==> config.mk <==
export PLATFORM = sky130hd
export DESIGN_NAME = wb_trace_buffer
export DESIGN_NICKNAME = d
export VERILOG_FILES = /design/src/rtl/wb_trace_buffer.sv
export SDC_FILE = /design/constraint.sdc
export NUM_CORES = 1
export LEC_CHECK = 0
export CAP_MARGIN = 5
export CORE_UTILIZATION = 25
export DETAILED_ROUTE_END_ITERATION = 8
export GPL_TIMING_DRIVEN = 0
export PLACE_DENSITY = 0.37
export SLEW_MARGIN = 15
export SYNTH_ARGS = -nofsm -noshare
export SYNTH_HDL_FRONTEND = slang
export SYNTH_SLANG_ARGS = --single-unit
==> constraint.sdc <==
create_clock -name clk -period 5 [get_ports clk]
set_clock_uncertainty 0.05 [all_clocks]
set_input_delay 0.5 -clock clk [delete_from_list [all_inputs] [get_ports clk]]
set_output_delay 0.5 -clock clk [all_outputs]
set_load 0.01 [all_outputs]
==> src/rtl/wb_trace_buffer.sv <==
// -----------------------------------------------------------------------------
// wb_trace_buffer
//
// Writeback-trace capture unit. Taps the WB stage of the pipelined core and
// records qualifying register writes as {timestamp, pc, rd, data} entries in a
// DEPTH-deep first-word-fall-through FIFO. A capture session is started by
// 'arm' and can wait for a trigger PC, filter by destination register, and run
// either stop-when-full or circular (overwrite oldest).
//
// Ports
//   clk, reset      clock; synchronous active-high reset
//   arm             start session: flush buffer, latch trig_en/trig_pc/circular
//   stop            end session (ARMED/CAPTURE -> DONE)
//   trig_en         sampled at arm: wait for trig_pc before capturing
//   trig_pc         sampled at arm: trigger PC
//   circular        sampled at arm: 1 = overwrite oldest when full
//   reg_mask        bit i enables capture of writes to x_i (bit 0 ignored)
//   wb_rf_enable    WB register write enable
//   wb_rd/wb_data   WB destination register and write data
//   wb_pc           PC of the WB instruction
//   rd_en           pop head entry
//   rd_entry        head entry {ts,pc,rd,data}; all zeros when empty
//   count           entries held
//   empty/full      count==0 / count==DEPTH
//   overflow        sticky: an event was dropped or overwritten this session
//   state           IDLE=0 ARMED=1 CAPTURE=2 DONE=3
//   timestamp       cycles since arm (saturating)
//
// Readout handshake: rd_entry always presents the head entry (FWFT) and is
// valid whenever empty==0. Asserting rd_en in a cycle where empty==0 consumes
// that entry at the clock edge; rd_en while empty is ignored. A pop is legal
// in every state but never happens in a cycle where arm is asserted.
// -----------------------------------------------------------------------------
module wb_trace_buffer #(
    parameter int DATA_W = 32,
    parameter int PC_W   = 32,
    parameter int DEPTH  = 16,
    parameter int TS_W   = 16,
    localparam int AW      = $clog2(DEPTH),
    localparam int CW      = AW + 1,
    localparam int ENTRY_W = TS_W + PC_W + 5 + DATA_W
) (
    input  logic               clk,
    input  logic               reset,
    input  logic               arm,
    input  logic               stop,
    input  logic               trig_en,
    input  logic [PC_W-1:0]    trig_pc,
    input  logic               circular,
    input  logic [31:0]        reg_mask,
    input  logic               wb_rf_enable,
    input  logic [4:0]         wb_rd,
    input  logic [DATA_W-1:0]  wb_data,
    input  logic [PC_W-1:0]    wb_pc,
    input  logic               rd_en,
    output logic [ENTRY_W-1:0] rd_entry,
    output logic [CW-1:0]      count,
    output logic               empty,
    output logic               full,
    output logic               overflow,
    output logic [1:0]         state,
    output logic [TS_W-1:0]    timestamp
);

    typedef enum logic [1:0] {
        S_IDLE    = 2'd0,
        S_ARMED   = 2'd1,
        S_CAPTURE = 2'd2,
        S_DONE    = 2'd3
    } state_t;

    state_t              r_state;
    state_t              w_next_state;
    logic [AW-1:0]       r_head;
    logic [AW-1:0]       r_tail;
    logic [CW-1:0]       r_count;
    logic [CW-1:0]       w_count_next;
    logic                r_overflow;
    logic [TS_W-1:0]     r_ts;
    logic [PC_W-1:0]     r_trig_pc;
    logic                r_circular;
    logic [ENTRY_W-1:0]  r_mem [DEPTH];

    logic w_qev;
    logic w_trig_hit;
    logic w_capture_en;
    logic w_push_req;
    logic w_empty;
    logic w_full;
    logic w_pop;
    logic w_write;
    logic w_drop;
    logic w_overwrite;
    logic w_active;

    assign w_empty  = (r_count == '0);
    assign w_full   = (r_count == CW'(DEPTH));
    assign w_active = (r_state == S_ARMED) || (r_state == S_CAPTURE);

    // x0 is never captured regardless of the mask.
    assign w_qev = wb_rf_enable && (wb_rd != 5'd0) && reg_mask[wb_rd];

    // The trigger write itself is eligible for capture in the trigger cycle.
    assign w_trig_hit   = (r_state == S_ARMED) && wb_rf_enable && (wb_pc == r_trig_pc);
    // arm and stop both suppress capture in their cycle.
    assign w_capture_en = !arm && !stop && ((r_state == S_CAPTURE) || w_trig_hit);
    assign w_push_req   = w_capture_en && w_qev;

    assign w_pop = !arm && rd_en && !w_empty;

    // A simultaneous pop frees a slot, so a push into a full buffer with a pop
    // is an ordinary write and never counts as an overflow.
    assign w_write     = w_push_req && (!w_full || w_pop || r_circular);
    assign w_drop      = w_push_req && w_full && !w_pop && !r_circular;
    assign w_overwrite = w_push_req && w_full && !w_pop && r_circular;

    // Next-state logic
    always_comb begin
        w_next_state = r_state;
        if (arm) begin
            w_next_state = trig_en ? S_ARMED : S_CAPTURE;
        end else if (stop && w_active) begin
            w_next_state = S_DONE;
        end else if (w_drop) begin
            w_next_state = S_DONE;
        end else if (w_trig_hit) begin
            w_next_state = S_CAPTURE;
        end
    end

    // Occupancy: overwrite and push+pop both leave the count unchanged.
    always_comb begin
        w_count_next = r_count;
        if (w_write && !w_pop && !w_overwrite) begin
            w_count_next = r_count + 1'b1;
        end else if (w_pop && !w_write) begin
            w_count_next = r_count - 1'b1;
        end
    end

    always_ff @(posedge clk) begin
        if (reset) begin
            r_state    <= S_IDLE;
            r_head     <= '0;
            r_tail     <= '0;
            r_count    <= '0;
            r_overflow <= 1'b0;
            r_ts       <= '0;
            r_trig_pc  <= '0;
            r_circular <= 1'b0;
        end else begin
            r_state <= w_next_state;
            if (arm) begin
                r_head     <= '0;
                r_tail     <= '0;
                r_count    <= '0;
                r_overflow <= 1'b0;
                r_ts       <= '0;
                r_trig_pc  <= trig_pc;
                r_circular <= circular;
            end else begin
                if (w_write) begin
                    r_tail <= r_tail + 1'b1;
                end
                if (w_pop || w_overwrite) begin
                    r_head <= r_head + 1'b1;
                end
                r_count <= w_count_next;
                if (w_drop || w_overwrite) begin
                    r_overflow <= 1'b1;
                end
                if (w_active && (r_ts != '1)) begin
                    r_ts <= r_ts + 1'b1;
                end
            end
        end
    end

    // Storage needs no reset: rd_entry is gated by empty.
    always_ff @(posedge clk) begin
        if (w_write) begin
            r_mem[r_tail] <= {r_ts, wb_pc, wb_rd, wb_data};
        end
    end

    assign rd_entry  = w_empty ? '0 : r_mem[r_head];
    assign count     = r_count;
    assign empty     = w_empty;
    assign full      = w_full;
    assign overflow  = r_overflow;
    assign state     = r_state;
    assign timestamp = r_ts;

endmodule

==> flow_summary.html, run 1 <==
<table>
<tr><th>Metric</th><th>Value</th></tr>
<tr><th colspan="2">Status</th></tr>
<tr><td>Result of the run</td><td>finished, final reports clean</td></tr>
<tr><th colspan="2">Synthesis</th></tr>
<tr><td>Number of synthesis warnings</td><td>0</td></tr>
<tr><td>Largest family of logic cells by synthesized area</td><td>multiplexers</td></tr>
<tr><td>Leading register cell type out of synthesis</td><td>edfxtp_1</td></tr>
<tr><td>Synthesized netlist cell count</td><td>2398</td></tr>
<tr><td>Mean Syn Cell Area</td><td>23.0 µm²</td></tr>
<tr><td>Number of flops mapped to enable cells by yosys</td><td>1360</td></tr>
<tr><td>Dominant cell type by area after synthesis</td><td>edfxtp_1</td></tr>
<tr><td>Sequential fraction of the synthesis area</td><td>76.5%</td></tr>
<tr><td>Post-synthesis instance area</td><td>55200 µm²</td></tr>
<tr><td>Xor and xnor fraction of the mapped netlist area</td><td>0.746%</td></tr>
<tr><td>Multiplexer fraction of the synthesized cell area</td><td>18.5%</td></tr>
<tr><td>Arithmetic-cell share of the synthesized area counting full adders, half adders and majority gates</td><td>0.286%</td></tr>
<tr><td>Synth Area in Compound Gates</td><td>0.524%</td></tr>
<tr><td>Share of flip-flops with an asynchronous set or reset after synthesis</td><td>0%</td></tr>
<tr><td>Post-synth cell types</td><td>48</td></tr>
<tr><td>Synth area leaders</td><td>edfxtp_1 74%, mux4_2 17%, dfxtp_1 2.5%</td></tr>
<tr><td>Area fraction in and, or, nand and nor cells after synthesis</td><td>2.48%</td></tr>
<tr><td>Synth Net Count</td><td>2551</td></tr>
<tr><td>Fraction of synthesized cell area taken by the top area cell type</td><td>74.0%</td></tr>
<tr><td>Flops &amp; latches, synth</td><td>1429</td></tr>
<tr><th colspan="2">Drt</th></tr>
<tr><td>Count of antenna-violating nets left after detailed routing</td><td>0</td></tr>
<tr><td>Drt initial violations</td><td>2019</td></tr>
<tr><td>Via density per instance</td><td>4.56</td></tr>
<tr><td>DRC violations left</td><td>0</td></tr>
<tr><td>Count of vias placed by the detailed router</td><td>26700</td></tr>
<tr><td>Number of search-and-repair iterations in the first detailed-routing pass</td><td>5</td></tr>
<tr><td>Detail-routed net length per standard cell</td><td>28.9 µm</td></tr>
<tr><td>Total length of routed wires</td><td>169000 µm</td></tr>
<tr><th colspan="2">Layout</th></tr>
<tr><td>Fill cell total of the finished layout</td><td>21000</td></tr>
<tr><td>Layout Area Growth over Synthesis</td><td>23.0%</td></tr>
<tr><td>Fin nets</td><td>3011</td></tr>
<tr><td>Final standard cell area without fillers</td><td>67900 µm²</td></tr>
<tr><td>Most common library cell in the layout ignoring fill and taps</td><td>edfxtp_1</td></tr>
<tr><td>Post-route core utilization</td><td>30.9%</td></tr>
<tr><td>Share of layout cells above drive strength 1</td><td>27.9%</td></tr>
<tr><td>Commonest cells after routing, fill and taps aside</td><td>1360 x edfxtp_1, 425 x mux4_2, 237 x clkdlybuf4s50_1, 168 x clkbuf_16, 89 x nor2b_1</td></tr>
<tr><th colspan="2">CTS</th></tr>
<tr><td>TritonCTS Buffers</td><td>163</td></tr>
<tr><td>Cts-stage hold buffer count</td><td>0</td></tr>
<tr><td>Root buffer cell</td><td>clkbuf_16</td></tr>
<tr><td>Latest clock arrival within the worst-skew pair</td><td>0.77 ns</td></tr>
<tr><td>Total number of H-tree levels</td><td>4</td></tr>
<tr><td>TritonCTS clock tree</td><td>done</td></tr>
<tr><td>Number of buffers between clock root and the deepest sink</td><td>3</td></tr>
<tr><td>Clk sinks</td><td>1429</td></tr>
<tr><td>Buffers inserted during post-CTS setup optimization</td><td>0</td></tr>
<tr><td>Clock-pin slew reported for the worst setup and hold paths after clock tree synthesis</td><td>0.06 ns</td></tr>
<tr><th colspan="2">Timing</th></tr>
<tr><td>Final hold slack</td><td>0.203 ns</td></tr>
<tr><td>Crit share post-route</td><td>96.1%</td></tr>
<tr><td>Worst-margin pin slew</td><td>1.12 ns</td></tr>
<tr><td>F_max</td><td>0.208 GHz</td></tr>
<tr><td>Worst max-slew margin expressed relative to the limit</td><td>25.4%</td></tr>
<tr><td>Total of endpoints with negative setup slack in the final report</td><td>0</td></tr>
<tr><td>Final Hold Fails</td><td>0</td></tr>
<tr><td>Final-report max-slew violation count</td><td>0</td></tr>
<tr><td>Final critical path time including I/O delays and setup</td><td>4.80 ns</td></tr>
<tr><th colspan="2">Setup path</th></tr>
<tr><td>Startpoint types</td><td>flop</td></tr>
<tr><td>WP data required</td><td>4.45 ns</td></tr>
<tr><td>Critical path type</td><td>reg -&gt; out</td></tr>
<tr><td>CP Data Arrival Time</td><td>4.25 ns</td></tr>
<tr><td>Critical register-to-register path startpoint</td><td>r_trig_pc[28]</td></tr>
<tr><td>Critical path fanouts, max</td><td>10</td></tr>
<tr><td>Most used cell, CP</td><td>mux4_2</td></tr>
<tr><td>CP Cell Sequence</td><td>clkbuf_4 &gt; buf_2 &gt; mux4_2 &gt; mux4_2 &gt; nor2b_1 &gt; clkdlybuf4s50_1</td></tr>
<tr><td>Maximum single-stage delay on the critical path</td><td>0.69 ns</td></tr>
<tr><td>Critical Path Slowest Stage Cell</td><td>dfxtp_1</td></tr>
<tr><td>Endpoint kind of the worst setup timing path</td><td>output port</td></tr>
<tr><th colspan="2">Power and ir drop</th></tr>
<tr><td>Leakage power summed over all cells</td><td>20.6 nW</td></tr>
<tr><td>Total Power</td><td>25.2 mW</td></tr>
<tr><td>Power density cells</td><td>372 nW/µm²</td></tr>
<tr><td>VDD IR-drop max</td><td>0.000251 V</td></tr>
<tr><th colspan="2">Floorplan</th></tr>
<tr><td>Num rows</td><td>172</td></tr>
<tr><td>Count of pins on the block boundary</td><td>252</td></tr>
<tr><td>Starting utilization of the core area</td><td>25.1%</td></tr>
<tr><td>Die footprint</td><td>223000 µm²</td></tr>
<tr><td>Placeable core region</td><td>220000 µm²</td></tr>
<tr><td>Overall die width</td><td>472 µm</td></tr>
<tr><td>Die Height</td><td>472 µm</td></tr>
<tr><th colspan="2">Global routing</th></tr>
<tr><td>Via count of the first global-routing pass</td><td>28700</td></tr>
<tr><td>Remaining global-route overflow</td><td>0</td></tr>
<tr><td>Total global routing track utilization</td><td>15.1%</td></tr>
<tr><td>Pin count of the biggest net entering global routing</td><td>32</td></tr>
<tr><td>Wire length of the first global-routing pass</td><td>233000 µm</td></tr>
<tr><td>Number of antenna violations at the first check in global routing</td><td>18</td></tr>
<tr><th colspan="2">Placement</th></tr>
<tr><td>Instance area after placement</td><td>62500 µm²</td></tr>
<tr><td>RD Place Congestion</td><td>0.719</td></tr>
<tr><td>Count of buffers inserted at the top-level ports</td><td>250</td></tr>
<tr><td>Post-DP HPWL</td><td>104000 µm</td></tr>
<tr><th colspan="2">Flow run</th></tr>
<tr><td>Maximum capacitance violations</td><td>0</td></tr>
<tr><th colspan="2">Worst hold path</th></tr>
<tr><td>Launch instance of the worst min-delay path</td><td>wb_pc[28]</td></tr>
<tr><td>Hold crit path type</td><td>in -&gt; reg</td></tr>
</table>
==> final timing paths <==
check	slack (ns)	cells past startpoint	end
worst max-delay path	0.20	6	rd_entry[15]
worst min-delay path	0.20	1	r_mem[8][65]
worst max register to register	0.32	11	r_mem[9][55]
worst min register to register	0.47	2	r_trig_pc[17]
==> power breakdown <==
| group | total, mW | switching (mW) | internal (mW) | leakage, nW |
|---|---|---|---|---|
| Clock | 11.6 | 4.81 | 6.76 | 2.55 |
| Sequential | 13.1 | 0.0199 | 13.1 | 12.8 |
| Combinational | 0.555 | 0.342 | 0.213 | 5.29 |
| Total | 25.2 | 5.17 | 20.1 | 20.6 |
==> sequential cells by signal, indices dropped and copies added (netlist names), named ones only <==
name / count
r_mem: 1360
r_tail: 4
state: 2
overflow: 1
r_circular: 1
r_trig_pc: 32
count: 5
r_head: 4
timestamp: 16
==> metal layers <==
metal	up-vias	global-route usage, %	share of wire [%]
li1	11100	-	-
met1	14700	19.7	43
met2	698	25.7	50
met3	223	2.68	4.4
met4	10	4.19	2.6
met5	-	0	0.035
==> what timing repair did <==
action / 4_1_cts / 5_1_grt
resized for setup: 76 / 15
cloned: 0 / 1
setup endpoints to repair: 438 / 187
==> layout make-up <==
cell class              instances  area [µm²]  share of cell area (%)
well taps                    2871        3590                    5.29
flip-flops and latches       1429       42200                    62.2
inverters                       8        30.0                  0.0442
clock buffers                 207        4410                    6.50
diodes                          2        5.00                 0.00737
plain buffers                 119         651                   0.958
clock inverters                90         772                    1.14
repair buffers                296        3670                    5.41
multi-input cells             841       12500                    18.5
==> per-stage QoR <==
step,setup WS [ns],setup TNS (ns),cells
floorplan,0.385,0,2398
global placement,-6.02,-7859.95,5519
detailed placement,-1.26,-933.82,5565
CTS,0.00199,0,5860
global route,-0.00455,-0.00455,5861
finish,0.196,0,5863
==> synthesized netlist by cell type, types with 2 or more instances <==
cell         n
xor2_1      40
buf_4        3
nor2b_1     91
mux2i_1     60
clkbuf_1    77
ha_1        11
mux4_2     425
nor2_1      58
nor4_1       8
edfxtp_1  1360
buf_2       35
or3_1        5
nand3_1     14
o21ai_0      4
buf_1        5
dfxtp_1     69
xnor2_1      7
a31oi_1      4
a22oi_1      5
and3_1      20
a211o_1      3
and2_1       5
a21oi_1     12
nand2b_1     2
nand4_1      9
a21o_1       3
inv_1        8
nor3_1       4
nor3b_1      2
nand2_1     31
==> logic make-up (layout without fill, tap and decap cells) <==
kind of cell / after synthesis / in the layout
AOI/OAI and AO/OA: 40 / 40
xor gates and xnor gates: 47 / 47
adders and majority gates: 12 / 12
buffers and inverters: 129 / 720
DFF: 1429 / 1429
muxes: 486 / 486
other: 0 / 2
and+or+nand+nor: 255 / 256
==> worst max-delay path, delay by kind of cell (launching register included) <==
kind,cells,cell delay [ns]
buf+inv,3,1.51
flops,1,0.69
mux,2,1.09
simple gates,1,0.18
Note: power is estimated with default switching activity, not from simulation.
==> inputs of run 2 (changes only) <==
--- a/config.mk
+++ b/config.mk
@@ -7,6 +7,7 @@
 export LEC_CHECK = 0
 export CAP_MARGIN = 5
 export CORE_UTILIZATION = 25
+export CTS_BUF_LIST = sky130_fd_sc_hd__clkbuf_8
 export DETAILED_ROUTE_END_ITERATION = 8
 export GPL_TIMING_DRIVEN = 0
 export PLACE_DENSITY = 0.37
==> run 2 against run 1 <==
Clock power decreased by 11%. First-iteration DRC count shrank 12%. Non-clock buffer count up 6. Routed wire length up 1.1%. Total power decreased by 4.9%. Combinational power rose by 0.9%. Sequential power barely moved. Critical path depth up 5. Sequential share of layout area increased by 0.32 points.
==> flow_summary.html, run 2 (synthesis results as in run 1) <==
<table>
<tr><th>Metric</th><th>Value</th></tr>
<tr><th colspan="2">Floorplan</th></tr>
<tr><td>Overall die width</td><td>472 µm</td></tr>
<tr><td>Num rows</td><td>172</td></tr>
<tr><td>Placeable core region</td><td>220000 µm²</td></tr>
<tr><td>Starting utilization of the core area</td><td>25.1%</td></tr>
<tr><td>Die Height</td><td>472 µm</td></tr>
<tr><td>Die footprint</td><td>223000 µm²</td></tr>
<tr><td>Count of pins on the block boundary</td><td>252</td></tr>
<tr><th colspan="2">Drt</th></tr>
<tr><td>DRC violations left</td><td>0</td></tr>
<tr><td>Drt initial violations</td><td>1774</td></tr>
<tr><td>Total length of routed wires</td><td>171000 µm</td></tr>
<tr><td>Count of antenna-violating nets left after detailed routing</td><td>0</td></tr>
<tr><td>Via density per instance</td><td>4.52</td></tr>
<tr><td>Number of search-and-repair iterations in the first detailed-routing pass</td><td>7</td></tr>
<tr><td>Detail-routed net length per standard cell</td><td>28.4 µm</td></tr>
<tr><td>Count of vias placed by the detailed router</td><td>27300</td></tr>
<tr><th colspan="2">Timing</th></tr>
<tr><td>Crit share post-route</td><td>96.8%</td></tr>
<tr><td>Total negative slack</td><td>0 ns</td></tr>
<tr><td>Worst-margin pin slew</td><td>1.08 ns</td></tr>
<tr><td>Post-route worst setup slack</td><td>0.161 ns</td></tr>
<tr><td>Final Hold Fails</td><td>0</td></tr>
<tr><td>Worst max-slew margin expressed relative to the limit</td><td>28.1%</td></tr>
<tr><td>Unrepaired setup endpoints after global routing</td><td>no</td></tr>
<tr><td>Final hold slack</td><td>0.140 ns</td></tr>
<tr><td>F_max</td><td>0.207 GHz</td></tr>
<tr><td>Final-report max-slew violation count</td><td>0</td></tr>
<tr><td>Total of endpoints with negative setup slack in the final report</td><td>0</td></tr>
<tr><td>Final critical path time including I/O delays and setup</td><td>4.84 ns</td></tr>
<tr><th colspan="2">Power and ir drop</th></tr>
<tr><td>Share of power burned in the clock network</td><td>43.0%</td></tr>
<tr><td>Int Pwr</td><td>18.8 mW</td></tr>
<tr><td>Power dissipated by switching net loads</td><td>5.22 mW</td></tr>
<tr><td>Combinational fraction of design power</td><td>2.3%</td></tr>
<tr><td>Leakage power summed over all cells</td><td>20.7 nW</td></tr>
<tr><td>Sw frac</td><td>21.7%</td></tr>
<tr><td>VDD IR-drop max</td><td>0.000180 V</td></tr>
<tr><td>Power density cells</td><td>355 nW/µm²</td></tr>
<tr><td>Power share of the sequential group</td><td>54.6%</td></tr>
<tr><th colspan="2">Setup path</th></tr>
<tr><td>CP Capture Point</td><td>r_mem[4][58]</td></tr>
<tr><td>Critical path fanouts, max</td><td>30</td></tr>
<tr><td>R2R cell count</td><td>10</td></tr>
<tr><td>Register-to-register setup slack</td><td>0.27 ns</td></tr>
<tr><td>Worst reg2reg path endpoint</td><td>r_mem[4][58]</td></tr>
<tr><td>CP Data Arrival Time</td><td>5.38 ns</td></tr>
<tr><td>Critical register-to-register path startpoint</td><td>r_trig_pc[14]</td></tr>
<tr><td>Critical path type</td><td>in -&gt; reg</td></tr>
<tr><td>Startpoint types</td><td>primary input</td></tr>
<tr><td>WP data required</td><td>5.54 ns</td></tr>
<tr><td>Endpoint kind of the worst setup timing path</td><td>flop</td></tr>
<tr><td>Worst setup path startpoint</td><td>wb_pc[18]</td></tr>
<tr><th colspan="2">Flow run</th></tr>
<tr><td>Maximum capacitance violations</td><td>0</td></tr>
<tr><th colspan="2">Global routing</th></tr>
<tr><td>Total global routing track utilization</td><td>15.3%</td></tr>
<tr><td>Wire length of the first global-routing pass</td><td>236000 µm</td></tr>
<tr><td>Number of antenna violations at the first check in global routing</td><td>20</td></tr>
<tr><td>Pin count of the biggest net entering global routing</td><td>32</td></tr>
<tr><td>Remaining global-route overflow</td><td>0</td></tr>
<tr><td>Via count of the first global-routing pass</td><td>29700</td></tr>
<tr><th colspan="2">Placement</th></tr>
<tr><td>Cell total after placement</td><td>5565</td></tr>
<tr><td>RD Place Congestion</td><td>0.719</td></tr>
<tr><td>Count of buffers inserted at the top-level ports</td><td>250</td></tr>
<tr><td>Setup slack at placement</td><td>-1.26 ns</td></tr>
<tr><td>Post-DP HPWL</td><td>104000 µm</td></tr>
<tr><td>Instance area after placement</td><td>62500 µm²</td></tr>
<tr><th colspan="2">CTS</th></tr>
<tr><td>Clk sinks</td><td>1429</td></tr>
<tr><td>Clock-pin slew reported for the worst setup and hold paths after clock tree synthesis</td><td>0.06 ns</td></tr>
<tr><td>Number of buffers between clock root and the deepest sink</td><td>4</td></tr>
<tr><td>TritonCTS Buffers</td><td>274</td></tr>
<tr><td>Buffers inserted during post-CTS setup optimization</td><td>0</td></tr>
<tr><td>Root buffer cell</td><td>clkbuf_8</td></tr>
<tr><td>TritonCTS clock tree</td><td>done</td></tr>
<tr><td>Latest clock arrival within the worst-skew pair</td><td>0.95 ns</td></tr>
<tr><td>Total number of H-tree levels</td><td>5</td></tr>
<tr><th colspan="2">Status</th></tr>
<tr><td>Result of the run</td><td>finished, final reports clean</td></tr>
<tr><th colspan="2">Layout</th></tr>
<tr><td>Share of layout cells above drive strength 1</td><td>29.1%</td></tr>
<tr><td>Fin nets</td><td>3127</td></tr>
<tr><td>Final standard cell area without fillers</td><td>67500 µm²</td></tr>
<tr><td>Most flop-heavy register</td><td>r_mem</td></tr>
<tr><td>Commonest cells after routing, fill and taps aside</td><td>1360 x edfxtp_1, 425 x mux4_2, 284 x clkbuf_8, 248 x clkdlybuf4s50_1, 87 x nor2b_1</td></tr>
<tr><td>Non-filler cells in the finished layout</td><td>6038</td></tr>
<tr><td>Flip-flop count of the largest register, all copies and words added</td><td>1360</td></tr>
<tr><td>Layout Area Growth over Synthesis</td><td>22.4%</td></tr>
<tr><td>Most common library cell in the layout ignoring fill and taps</td><td>edfxtp_1</td></tr>
<tr><th colspan="2">Worst hold path</th></tr>
<tr><td>Hold crit path type</td><td>in -&gt; reg</td></tr>
</table>
-- run 2: cell count changes in the layout (fill, tap and decap cells not counted), sizes merged, moves of 4 or more --
cell | previous run | this run
clkdlybuf4s50 | 237 | 248
dlymetal6s2s | 8 | 0
dlygate4sd3 | 0 | 6
clkbuf | 286 | 358
bufinv | 10 | 5
diode | 2 | 6
inv | 13 | 84
clkinv | 71 | 93
-- run 2: power by group through the flow --
stage          Combinational (mW)  Clock, mW  Sequential (mW)
6_report                    0.560       10.3             13.1
5_1_grt                     0.608       11.2             13.1
4_1_cts                     0.580       10.7             13.1
3_5_place_dp                0.570          0             13.4
3_3_place_gp                0.544          0             13.4
2_1_floorplan               0.158          0             13.4
-- run 2: critical path: stages --
cell             delay [ns]
clkdlybuf4s50_1        0.88
xor2_1                 0.30
nor4_2                 0.58
nand4_1                0.18
o41a_1                 0.62
a211o_1                0.48
nor2_4                 0.22
buf_4                  0.20
and3_4                 0.66
buf_16                 0.31
buf_16                 0.29
-- run 2: layout make-up --
cell class | count | area (µm²)
Multi-Input combinational cell | 840 | 12500
Buffer | 119 | 658
Clock inverter | 180 | 871
Timing Repair Buffer | 302 | 3720
Clock buffer | 283 | 3890
Fill cell | 21200 | 152000
Tap cell | 2871 | 3590
Antenna cell | 6 | 15.0
Sequential cell | 1429 | 42200
Inverter | 8 | 30.0
-- run 2: how the worst min path moves through the flow --
stage	to	slack, ns	cells after the start	from
after CTS	r_tail[3]	0.0002	3	arm
after detailed placement	r_trig_pc[17]	0.45	2	r_trig_pc[17]
after global placement	r_trig_pc[15]	0.45	2	r_trig_pc[15]
after floorplan	flop	0.42	2	r_head[1]
after global routing	r_trig_pc[3]	0.05	3	trig_pc[3]
final	r_trig_pc[18]	0.14	3	trig_pc[18]
-- run 2: per-stage QoR --
step,power [mW],utilization [%]
after floorplan,13.5,-
after detailed placement,13.9,28.5
after CTS,24.4,30.8
after global routing,24.9,30.8
final,24.0,30.8
after global placement,13.9,27.9
-- run 2: timing repair --
item | 4_1_cts | 5_1_grt
setup endpoints to repair | 272 | 0
hold buffers | 6 | 0
endpoints found under the hold margin | 6 | 0
gates resized for setup | 82 | 0
-- run 2: metal layers --
metal | global-route usage (%) | vias up | share of wire [%]
li1 | - | 11300 | -
met1 | 19.4 | 14900 | 42
met2 | 26.0 | 790 | 50
met3 | 3.01 | 275 | 4.7
met4 | 5.04 | 10 | 2.7
met5 | 0 | - | 0.035
==> inputs of run 3 (changes only) <==
--- a/config.mk
+++ b/config.mk
@@ -5,6 +5,7 @@
 export SDC_FILE = /design/constraint.sdc
 export NUM_CORES = 1
 export LEC_CHECK = 0
+export ABC_CLOCK_PERIOD_IN_PS = 5000
 export CAP_MARGIN = 5
 export CORE_UTILIZATION = 25
 export CTS_BUF_LIST = sky130_fd_sc_hd__clkbuf_8
==> results of run 3 <==
Final layout, timing and power as in run 2 (identical DEF).
